[src/rtl/fifo_sync_prog.sv]
// ---------------------------------------------------------------------------
// fifo_sync_prog
// Single-clock FIFO with selectable read mode (first-word-fall-through or
// registered), runtime-programmable almost-full/almost-empty thresholds,
// free-space output, sticky overflow/underflow flags, synchronous flush and
// a high-watermark occupancy counter. Depth need not be a power of two.
//
// Ports:
//   clk, rst           clock, synchronous active-high reset
//   flush              discard all contents next cycle (stats preserved)
//   wr_en, wr_data     write request / data; full = count == FIFO_DEPTH
//   rd_en, rd_data     read request / data
//   rd_valid           FWFT=1: !empty; FWFT=0: one-cycle pulse after a read
//   empty              count == 0
//   af_thresh          almost_full  = count >= af_thresh
//   ae_thresh          almost_empty = count <= ae_thresh
//   count, free        occupancy and FIFO_DEPTH - occupancy
//   overflow           sticky: write attempted while full
//   underflow          sticky: read attempted while empty
//   max_count          highest occupancy since reset / last clr_stat
//   clr_stat           clears overflow, underflow; reloads max_count
// ---------------------------------------------------------------------------
module fifo_sync_prog #(
   parameter int DATA_WIDTH  = 8,
   parameter int FIFO_DEPTH  = 64,
   parameter int ADDR_WIDTH  = $clog2(FIFO_DEPTH),
   parameter int COUNT_WIDTH = $clog2(FIFO_DEPTH) + 1,
   parameter bit FWFT        = 1'b1
) (
   input  logic                   clk,
   input  logic                   rst,
   input  logic                   flush,
   input  logic                   wr_en,
   input  logic [DATA_WIDTH-1:0]  wr_data,
   output logic                   full,
   input  logic                   rd_en,
   output logic [DATA_WIDTH-1:0]  rd_data,
   output logic                   rd_valid,
   output logic                   empty,
   input  logic [COUNT_WIDTH-1:0] af_thresh,
   input  logic [COUNT_WIDTH-1:0] ae_thresh,
   output logic                   almost_full,
   output logic                   almost_empty,
   output logic [COUNT_WIDTH-1:0] count,
   output logic [COUNT_WIDTH-1:0] free,
   output logic                   overflow,
   output logic                   underflow,
   output logic [COUNT_WIDTH-1:0] max_count,
   input  logic                   clr_stat
);

   localparam logic [COUNT_WIDTH-1:0] DEPTH_C  = COUNT_WIDTH'(FIFO_DEPTH);
   localparam logic [ADDR_WIDTH-1:0]  LAST_PTR = ADDR_WIDTH'(FIFO_DEPTH - 1);

   logic [DATA_WIDTH-1:0]  mem [FIFO_DEPTH];
   logic [ADDR_WIDTH-1:0]  wr_ptr;
   logic [ADDR_WIDTH-1:0]  rd_ptr;
   logic [COUNT_WIDTH-1:0] count_q;
   logic [COUNT_WIDTH-1:0] count_next;
   logic [COUNT_WIDTH-1:0] max_q;
   logic                   wr_acc;
   logic                   rd_acc;
   logic                   overflow_q;
   logic                   underflow_q;

   // Explicit wrap so non-power-of-two depths work.
   function automatic logic [ADDR_WIDTH-1:0] ptr_inc(input logic [ADDR_WIDTH-1:0] p);
      return (p == LAST_PTR) ? '0 : p + ADDR_WIDTH'(1);
   endfunction

   // Status flags are pure decodes of the count register.
   assign empty        = (count_q == '0);
   assign full         = (count_q == DEPTH_C);
   assign almost_full  = (count_q >= af_thresh);
   assign almost_empty = (count_q <= ae_thresh);
   assign count        = count_q;
   assign free         = DEPTH_C - count_q;
   assign overflow     = overflow_q;
   assign underflow    = underflow_q;
   assign max_count    = max_q;

   // Acceptance uses the registered flags only: a write while full is dropped
   // even if a read frees a slot in the same cycle, and vice versa.
   assign wr_acc = wr_en && !full  && !flush;
   assign rd_acc = rd_en && !empty && !flush;

   always_comb begin
      // NOTE: default first so every path assigns count_next (no latch).
      count_next = count_q;
      if (flush)
         count_next = '0;
      else if (wr_acc && !rd_acc)
         count_next = count_q + COUNT_WIDTH'(1);
      else if (rd_acc && !wr_acc)
         count_next = count_q - COUNT_WIDTH'(1);
   end

   // NOTE: sequential state uses non-blocking assignments only.
   always_ff @(posedge clk) begin
      if (rst) begin
         wr_ptr      <= '0;
         rd_ptr      <= '0;
         count_q     <= '0;
         overflow_q  <= 1'b0;
         underflow_q <= 1'b0;
         max_q       <= '0;
      end else begin
         count_q <= count_next;

         if (flush) begin
            wr_ptr <= '0;
            rd_ptr <= '0;
         end else begin
            if (wr_acc) wr_ptr <= ptr_inc(wr_ptr);
            if (rd_acc) rd_ptr <= ptr_inc(rd_ptr);
         end

         // A new error event beats a simultaneous clear.
         if (wr_en && full && !flush)
            overflow_q <= 1'b1;
         else if (clr_stat)
            overflow_q <= 1'b0;

         if (rd_en && empty && !flush)
            underflow_q <= 1'b1;
         else if (clr_stat)
            underflow_q <= 1'b0;

         // Clearing restarts the watermark from the occupancy being entered.
         if (clr_stat || (count_next > max_q))
            max_q <= count_next;
      end
   end

   // NOTE: storage is deliberately not reset; pointers/count define validity.
   always_ff @(posedge clk) begin
      if (wr_acc)
         mem[wr_ptr] <= wr_data;
   end

   generate
      if (FWFT) begin : g_fwft
         assign rd_data  = mem[rd_ptr];
         assign rd_valid = !empty;
      end else begin : g_reg
         logic [DATA_WIDTH-1:0] rd_data_q;
         logic                  rd_valid_q;

         always_ff @(posedge clk) begin
            if (rst) begin
               rd_data_q  <= '0;
               rd_valid_q <= 1'b0;
            end else begin
               // rd_acc is already low during flush, so the pulse is squashed.
               rd_valid_q <= rd_acc;
               if (rd_acc)
                  rd_data_q <= mem[rd_ptr];
            end
         end

         assign rd_data  = rd_data_q;
         assign rd_valid = rd_valid_q;
      end
   endgenerate

`ifdef ENABLE_FIFO_ASSERTIONS
   a_count_range : assert property (@(posedge clk) disable iff (rst) count_q <= DEPTH_C);
   a_not_both    : assert property (@(posedge clk) disable iff (rst) !(empty && full));
   a_count_free  : assert property (@(posedge clk) disable iff (rst)
                                    (COUNT_WIDTH + 1)'(count_q) + (COUNT_WIDTH + 1)'(free)
                                    == (COUNT_WIDTH + 1)'(FIFO_DEPTH));
   a_rd_pulse    : assert property (@(posedge clk) disable iff (rst)
                                    (!FWFT && rd_valid) |-> $past(rd_acc));
`endif

endmodule

[config.mk]
export PLATFORM = sky130hd
export DESIGN_NAME = fifo_sync_prog
export DESIGN_NICKNAME = d
export VERILOG_FILES = /design/src/rtl/fifo_sync_prog.sv
export SDC_FILE = /design/constraint.sdc
export NUM_CORES = 1
export LEC_CHECK = 0
export BUFFER_PORTS_ARGS = -buffer_cell sky130_fd_sc_hd__clkbuf_2
export CAP_MARGIN = 25
export CORE_MARGIN = 4
export CORE_UTILIZATION = 28
export CTS_BUF_LIST = sky130_fd_sc_hd__clkbuf_8
export CTS_CLUSTER_DIAMETER = 60
export DETAILED_ROUTE_END_ITERATION = 12
export GPL_ROUTABILITY_DRIVEN = 0
export PLACE_DENSITY = 0.4
export SLEW_MARGIN = 20
export SYNTH_ARGS = -nofsm -noshare
export SYNTH_HDL_FRONTEND = slang
export SYNTH_SLANG_ARGS = --single-unit
export TNS_END_PERCENT = 30
[constraint.sdc]
create_clock -name clk -period 6.94 [get_ports clk]
set_input_delay 0.347 -clock clk [delete_from_list [all_inputs] [get_ports clk]]
set_output_delay 0.347 -clock clk [all_outputs]
set_load 0.005 [all_outputs]
==> flow_summary.json, run 1 <==
{
  "outcome": "finished clean",
  "setup_tns_ps": 0,
  "drtAntennaViolNets": 0,
  "first_pass_iters": 5,
  "ctsResizeCount": 0,
  "drive_above_1_share": 0.250,
  "timing.max_cap.violations": 0,
  "clock_latency_ps": 690,
  "cp_slowest_cell": "dfxtp_4",
  "antenna_found_initial": 1,
  "finish.utilization": 0.325,
  "syn_inst": 1178,
  "arrival_ps": 3850,
  "ys_ff_latch": 546,
  "placed_area_um2": 23500,
  "syn_to_final_growth_pct": 14.7,
  "final_design_area_no_fill_um2": 25200,
  "fmax_mhz": 238,
  "path_delay_family": "compound AO/OA/AOI/OAI gates",
  "startpoint_type": "flop",
  "path_class": "flop to output pin",
  "critical_path_buf_inv_count": 2,
  "hold_viol_final": 0,
  "ctsHoldBuffers": 0,
  "synth_ff_type": "edfxtp_1",
  "die_x_um": 288,
  "cts_root_buffer": "clkbuf_8",
  "gr-total-overflow": 0,
  "ios": 64,
  "min_period_ps": 4190,
  "finalCritPeriodShare": 0.604,
  "fin_worst_skew_ps": 41.7,
  "rows": 102,
  "grt_usage": 0.142,
  "grt_pass1_wl_um": 85400,
  "crit_required_ps": 6590,
  "ir_drop_uv": 115,
  "nFillCells": 7530,
  "drcViolationCount": 0,
  "vias_per_cell": 4.69,
  "grt_max_degree": 70,
  "post_drt_wl_per_cell_um": 24.3,
  "seq_area_frac_synth": 0.730,
  "drtIter0Drc": 823,
  "rsz0062_at_grt": "no",
  "cts_tree": "built",
  "p_per_area_nw_per_um2": 261,
  "cp-end-kind": "output pin",
  "syn_area_um2": 22000,
  "synth-edff-count": 512,
  "avgSynthCellArea_um2": 18.7,
  "grt_pass1_vias": 12200,
  "hpwl_um": 35200,
  "port_buffers": 63,
  "slew_headroom": 0.323,
  "worstMarginPinSlew_ps": 1010,
  "slew_violations": 0,
  "cp_slowest_stage_delay_ps": 810,
  "cts.path.max_buffers": 3,
  "cts_max_level": 3,
  "setup_viol_count_final": 0,
  "path_cells": "buf_12, mux4_2, o22ai_1, a211oi_1, nand3_1, o21ai_1, clkbuf_2",
  "fin_nets": 1347,
  "cts_buffers": 95,
  "ys_warn_count": 0,
  "hold_path_class": "primary input to flop",
  "wirelength_um": 58400,
  "synthArstFlopShare": 0,
  "syn-num-nets": 1231,
  "die_y_um": 288,
  "vias": 11300,
  "cts_sinks": 546,
  "cts_setup_buffers": 0,
  "crit_fanout": 69,
  "p_leak_nw": 7.85,
  "start_util": 0.283,
  "synth.distinct_cells": 59,
  "cts.reportedPaths.clkPinSlew_ps": 60,
  "coreArea_um2": 77700,
  "die-area_um2": 83100
}
[layout make-up]
class | count | area, um^2 | area share
diodes | 1 | 2.50 | 0.0000991
clock buffers | 98 | 1350 | 0.0534
clock inverters | 69 | 404 | 0.0160
inverters | 26 | 97.6 | 0.00387
multi-input cells | 544 | 5550 | 0.220
flip-flops and latches | 546 | 16100 | 0.637
well taps | 1040 | 1300 | 0.0516
repair buffers | 81 | 470 | 0.0186
[synth_stat cells, types with 3 or more instances]
library cell / count / area [um^2]
o21ai_0: 16 / 80.1
nand4_1: 6 / 37.5
nand2b_1: 9 / 56.3
nor2_1: 93 / 349
or3_1: 9 / 56.3
o221ai_1: 3 / 26.3
nand3_1: 20 / 100
o21ai_1: 13 / 65.1
a21oi_1: 14 / 70.1
clkbuf_1: 21 / 78.8
a22oi_1: 4 / 30.0
and3_1: 3 / 18.8
mux2i_1: 32 / 320
o32ai_1: 4 / 35.0
xnor2_1: 6 / 52.6
o22ai_1: 23 / 144
mux4_2: 128 / 2880
buf_2: 20 / 100
nor3_1: 7 / 35.0
dfxtp_1: 34 / 681
edfxtp_1: 512 / 15400
buf_4: 10 / 75.1
inv_1: 25 / 93.8
ha_1: 25 / 313
or2_2: 3 / 18.8
nor2b_1: 15 / 93.8
xor2_1: 8 / 70.1
a211oi_1: 12 / 90.1
buf_1: 10 / 37.5
nand3b_1: 9 / 67.6
nand2_1: 47 / 176
[metrics by stage]
step	hold slack, ps	setup WS (ps)	instances	total power [W]
after floorplan	446	3510	1178	0.00377
after global placement	499	3080	2236	0.00388
after detailed placement	502	2950	2237	0.00388
after CTS	3.67	2550	2404	0.00670
after global routing	49.9	2460	2405	0.00688
final	63.4	2750	2405	0.00658
[per-layer routing]
| layer | global-route usage | part of all wire | vias up |
|---|---|---|---|
| li1 | - | - | 5005 |
| met1 | 0.192 | 0.45 | 5898 |
| met2 | 0.231 | 0.48 | 288 |
| met3 | 0.0310 | 0.046 | 95 |
| met4 | 0.0415 | 0.025 | 0 |
| met5 | 0 | 0 | - |
[worst paths after layout]
kind / startpoint / endpoint / slack (ps) / cells after the start
min: rst / count[6]$_SDFF_PP0_ / 60 / 2
min reg2reg: max_count[2]$_SDFFE_PP0P_ / max_count[2]$_SDFFE_PP0P_ / 510 / 2
max reg2reg: count[0]$_SDFF_PP0_ / mem[19][2]$_DFFE_PP_ / 2930 / 9
max: flop / rd_data[2] / 2750 / 7
[placed cells by master (no fill, tap or decap), types with 8 or more instances in the layout]
cell      count
xor2_1        8
nand2b_1      9
nor2b_1      15
nand3b_1      9
dfxtp_1      31
o22ai_1      23
o21ai_1      13
nand3_1      20
ha_1         25
clkbuf_8     98
buf_4        16
nor2_1       93
or3_1         9
a211oi_1     12
inv_1        60
edfxtp_1    512
mux2i_1      32
nand2_1      47
clkinv_1     18
mux4_2      128
o21ai_0      16
a21oi_1      14
clkbuf_2     63
[power breakdown]
part           leakage [nW]  switching, W  internal (W)
logic                  1.95      0.000132     0.0000644
clock network          1.02       0.00132       0.00145
registers              4.88    0.00000809       0.00360
[cells by family (layout without fill, tap and decap cells)]
| logic type | after synthesis | count (layout) | share of synthesized area |
|---|---|---|---|
| flops | 546 | 546 | 0.730 |
| buf+inv | 88 | 274 | 0.0182 |
| other cells | 0 | 1 | 0 |
| xor+xnor | 14 | 14 | 0.00557 |
| fa+ha+maj | 25 | 25 | 0.0142 |
| compound gates | 110 | 110 | 0.0351 |
| mux | 162 | 162 | 0.147 |
| simple gates | 233 | 233 | 0.0507 |
[state kept, by name, indices dropped and copies added (netlist names), named ones only]
register	flops
rd_ptr	6
max_count	7
underflow	1
wr_ptr	6
mem	512
count	7
overflow	1
(Power assumes the default switching activity.)
==> run 2, diff against run 1 <==
PLACE_DENSITY = 0.42   (was 0.4)
clock period = 3.6 ns   (was 6.94 ns; I/O delays follow)
==> run 2 against run 1 <==
- sequential power rose by 93%
- largest cell class unchanged
- power rose by 89%
- combinational power rose by 110%
- critical endpoint is now rd_data[6]
- via count rose by 3.8%
- global-route usage fell by 0.069 points
==> flow_summary.json, run 2 (synthesis gave the netlist of run 1 again) <==
{
  "vias_per_cell": 4.66,
  "drive_above_1_share": 0.307,
  "die_y_um": 288,
  "drtIter0Drc": 930,
  "p_per_area_nw_per_um2": 477,
  "cts.reportedPaths.clkPinSlew_ps": 60,
  "cts_root_buffer": "clkbuf_8",
  "setup_viol_count_final": 0,
  "rsz0062_at_grt": "no",
  "largest_register": "mem",
  "worstMarginPinSlew_ps": 955,
  "antenna_found_initial": 2,
  "setup_tns_ps": 0,
  "cts_tree": "built",
  "fin_nets": 1452,
  "grt_usage": 0.141,
  "ir_drop_uv": 226,
  "ios": 64,
  "cts_max_level": 3,
  "drcViolationCount": 0,
  "grt_pass1_vias": 12400,
  "crit_fanout": 34,
  "final.hold.worst_slack_ps": 88.5,
  "post_drt_wl_per_cell_um": 23.2,
  "cts_sinks": 546,
  "syn_to_final_growth_pct": 18.4,
  "first_pass_iters": 5,
  "die_x_um": 288,
  "vias": 11700,
  "die-area_um2": 83100,
  "wirelength_um": 58300,
  "outcome": "finished clean",
  "port_buffers": 63,
  "grt_pass1_wl_um": 85800,
  "clock_latency_ps": 690,
  "min_period_ps": 3400,
  "startpoint_type": "flop",
  "gr-total-overflow": 0,
  "cts_buffers": 95,
  "rows": 102,
  "final_common_cell": "edfxtp_1",
  "r2r_cells": 11,
  "finalCritPeriodShare": 0.945,
  "p_leak_nw": 8.36,
  "arrival_ps": 3220,
  "r2r-end": "max_count[6]$_SDFFE_PP0P_",
  "start_util": 0.283,
  "largest_register_ffs": 512,
  "final_cell_mix": "edfxtp_1, mux4_2, buf_4",
  "slew_headroom": 0.363,
  "rr_startpoint": "count[2]$_SDFF_PP0_",
  "grt_max_degree": 65,
  "fmax_mhz": 294,
  "timing.max_cap.violations": 0,
  "hpwl_um": 38000,
  "fin_worst_skew_ps": 42.4,
  "drtAntennaViolNets": 0,
  "coreArea_um2": 77700,
  "path_class": "flop to output pin",
  "crit_required_ps": 3420,
  "hold_viol_final": 0,
  "cts.path.max_buffers": 3,
  "slew_violations": 0,
  "endpoint": "rd_data[6]",
  "hold_path_class": "primary input to flop",
  "cp-end-kind": "output pin",
  "reg2reg_slack_ps": 240
}
==> run 2: changes by cell type in the layout (fill, tap and decap cells not counted), sizes merged <==
cell         delta
bufinv          -4
dlygate4sd3     +4
clkinv         +16
clkbuf          -1
inv             -7
clkinvlp        +1
buf           +101
==> run 2: repair_timing <==
| action | 4_1_cts | 5_1_grt |
|---|---|---|
| setup buffers | 0 | 1 |
| setup endpoints to repair | 0 | 7 |
| hold endpoints to repair | 13 | 0 |
| resized for setup | 0 | 6 |
| hold buffers | 4 | 0 |
==> run 2: cell type report <==
cell class	instances	area, um^2
Multi-Input combinational cell	544	5590
Inverter	26	97.6
Clock buffer	97	1340
Antenna cell	1	2.50
Sequential cell	546	16100
Timing Repair Buffer	186	1320
Clock inverter	75	338
Tap cell	1040	1300
Fill cell	7486	51700
==> run 2: where the power goes <==
part / switching (W) / total [W] / internal (W)
sequential: 0.00000945 / 0.00696 / 0.00695
combinational: 0.000262 / 0.000406 / 0.000144
clock: 0.00255 / 0.00506 / 0.00252
total: 0.00282 / 0.0124 / 0.00961
==> run 2: critical path: stages, from the launching register on <==
cell	delay [ps]
dfxtp_4	770
buf_4	420
buf_4	250
mux2i_1	90
a22oi_1	390
nand2_1	100
o21ai_1	320
clkbuf_2	190
==> run 2: layer usage <==
layer / track usage / wire [um]
met5: 0 / 0
met4: 0.0376 / 1200
met3: 0.0253 / 2140
met2: 0.226 / 27600
met1: 0.199 / 27400
==> run 2: worst min-delay path by stage <==
stage	slack, ps	startpoint	end	cells past startpoint
6_report	90	wr_data[4]	mem[5][4]$_DFFE_PP_	1
5_1_grt	80	rd_en	count[5]$_SDFF_PP0_	5
4_1_cts	50	rd_en	underflow$_SDFFE_PP0P_	4
3_5_place_dp	510	max_count[2]$_SDFFE_PP0P_	max_count[2]$_SDFFE_PP0P_	2
3_3_place_gp	500	max_count[5]$_SDFFE_PP0P_	max_count[5]$_SDFFE_PP0P_	2
2_1_floorplan	280	wr_data[0]	mem[0][0]$_DFFE_PP_	0
==> run 2: through the flow <==
| step | std cells | area (um^2) | utilization | total power, W | setup slack (ps) |
|---|---|---|---|---|---|
| 4_1_cts | 2513 | 26000 | 0.335 | 0.0126 | 90.5 |
| 3_3_place_gp | 2337 | 24300 | 0.313 | 0.00749 | 123 |
| 6_report | 2515 | 26100 | 0.335 | 0.0124 | 199 |
| 2_1_floorplan | 1178 | 22000 | - | 0.00727 | 175 |
| 3_5_place_dp | 2337 | 24300 | 0.313 | 0.00749 | 91.5 |
| 5_1_grt | 2515 | 26100 | 0.335 | 0.0130 | 1.31 |
==> run 3, diff against run 2 <==
CORE_MARGIN = unset   (was 4)
CTS_BUF_LIST = unset   (was sky130_fd_sc_hd__clkbuf_8)
==> run 3 against run 2 <==
- sequential share of layout area fell by 1.1 points
- maximum frequency fell by 1.1%
- final area rose by 1.8%
- critical path type unchanged
- largest cell class unchanged
- largest power group unchanged
- highest routed layer unchanged
==> flow_summary.json, run 3 (synthesis gave the netlist of run 1 again) <==
{
  "die_x_um": 282,
  "cts_max_level": 3,
  "grt_pass1_vias": 12100,
  "die-area_um2": 79700,
  "fin_nets": 1422,
  "crit_fanout": 26,
  "cts_sinks": 546,
  "grt_max_degree": 42,
  "gr-total-overflow": 0,
  "cts_buffers": 66,
  "setup_viol_count_final": 0,
  "vias": 11700,
  "intPower_w": 0.0110,
  "drtIter0Drc": 932,
  "path_class": "flop to output pin",
  "seqPwrFrac": 0.501,
  "timing.max_cap.violations": 0,
  "switching_share": 0.209,
  "min_path_cells": 2,
  "clock_latency_ps": 600,
  "slew_headroom": 0.360,
  "use_met1": 0.210,
  "hpwl_um": 38600,
  "first_pass_iters": 5,
  "post_drt_wl_per_cell_um": 24.0,
  "fin_worst_skew_ps": 23.1,
  "wirelength_um": 59100,
  "rsz0062_at_grt": "no",
  "slew_violations": 0,
  "reg2reg_slack_ps": 260,
  "grt_util_met2": 0.241,
  "min_period_ps": 3440,
  "die_y_um": 282,
  "cts.reportedPaths.clkPinSlew_ps": 50,
  "ir_drop_uv": 326,
  "hold_path_class": "primary input to flop",
  "drtAntennaViolNets": 0,
  "finalCritPeriodShare": 0.955,
  "cts_root_buffer": "clkbuf_16",
  "final_cell_mix": "edfxtp_1, mux4_2, buf_4",
  "setup_tns_ps": 0,
  "r2r_cells": 15,
  "largest_register": "mem",
  "finish.utilization": 0.342,
  "drive_above_1_share": 0.297,
  "p_per_area_nw_per_um2": 524,
  "port_buffers": 63,
  "largest_register_ffs": 512,
  "p_clk_frac": 0.469,
  "start_util": 0.284,
  "antenna_found_initial": 0,
  "cp-end-kind": "output pin",
  "total_power_w": 0.0139,
  "comb_power_share": 0.030,
  "dp.cells": 2335,
  "drcViolationCount": 0,
  "outcome": "finished clean",
  "coreArea_um2": 77600,
  "crit_required_ps": 3420,
  "grt.busiest_layer": "met2",
  "worstMarginPinSlew_ps": 956,
  "final_common_cell": "edfxtp_1",
  "vias_per_cell": 4.74,
  "hold_viol_final": 0,
  "ios": 64,
  "nFillCells": 7519,
  "rows": 102,
  "cts_tree": "built",
  "p_leak_nw": 8.43,
  "grt_pass1_wl_um": 86100,
  "arrival_ps": 3260,
  "p_sw_w": 0.00290,
  "fmax_mhz": 291,
  "grtUsageMet3": 0.0311,
  "cts.path.max_buffers": 3,
  "fin_cells": 2462,
  "syn_to_final_growth_pct": 20.5,
  "grt_usage": 0.151,
  "startpoint_type": "flop"
}
run 3: cell types whose count changed in the layout (fill, tap and decap cells not counted), moves of 5 or more:
cell | before | now
bufinv_16 | 0 | 5
clkbuf_1 | 0 | 17
clkbuf_16 | 0 | 69
clkbuf_8 | 97 | 0
clkinv_1 | 25 | 13
clkinv_2 | 17 | 7
inv_1 | 51 | 25
run 3: through the flow:
stage | hold slack [ps] | worst slack [ps] | area (um^2)
6_report | 82.9 | 161 | 26500
5_1_grt | 94.4 | 36.2 | 26500
4_1_cts | 30.4 | 34.4 | 26500
3_5_place_dp | 497 | 47.0 | 24300
3_3_place_gp | 497 | 35.2 | 24300
2_1_floorplan | 279 | 175 | 22000
run 3: worst paths after layout:
check                              end                       from
max reg2reg  max_count[3]$_SDFFE_PP0P_        count[0]$_SDFF_PP0_
min          max_count[2]$_SDFFE_PP0P_                      flush
max                         rd_data[4]                       flop
min reg2reg  max_count[5]$_SDFFE_PP0P_  max_count[5]$_SDFFE_PP0P_
run 3: power by group through the flow:
stage	Sequential, W	Clock [W]	Combinational [W]
final	0.00696	0.00652	0.000415
after global routing	0.00695	0.00693	0.000458
after CTS	0.00696	0.00670	0.000412
after detailed placement	0.00709	0	0.000406
after global placement	0.00709	0	0.000402
after floorplan	0.00709	0	0.000181
run 3: layout make-up:
cell class              instances  area [um^2]  share of cell area
diodes                          1         2.50           0.0000943
flip-flops and latches        546        16100               0.606
inverters                      26         97.6             0.00368
multi-input cells             544         5560               0.210
clock inverters                34          339              0.0128
clock buffers                  86         1790              0.0675
well taps                    1040         1300              0.0491
repair buffers                185         1370              0.0516
run 3: timing repair:
item,4_1_cts,5_1_grt
gates resized for setup,0,3
pin swaps,0,1
setup endpoints to repair,1,7
hold endpoints to repair,6,0
hold buffers,2,0
buffers inserted,1,2
run 3: critical path: stages (launching register included):
cell and delay, ps:
dfxtp_4 620, buf_12 290, buf_4 270, mux4_2 510
mux2i_1 270, nand2_1 100, nand3_1 130, o21ai_1 200
clkbuf_2 210
run 3: routing by layer:
metal,part of all wire,vias to the layer above,wire (um)
met1,0.46,6156,27300
met5,0,-,0
met2,0.47,289,27700
met3,0.049,77,2920
met4,0.020,0,1200
li1,-,5160,-
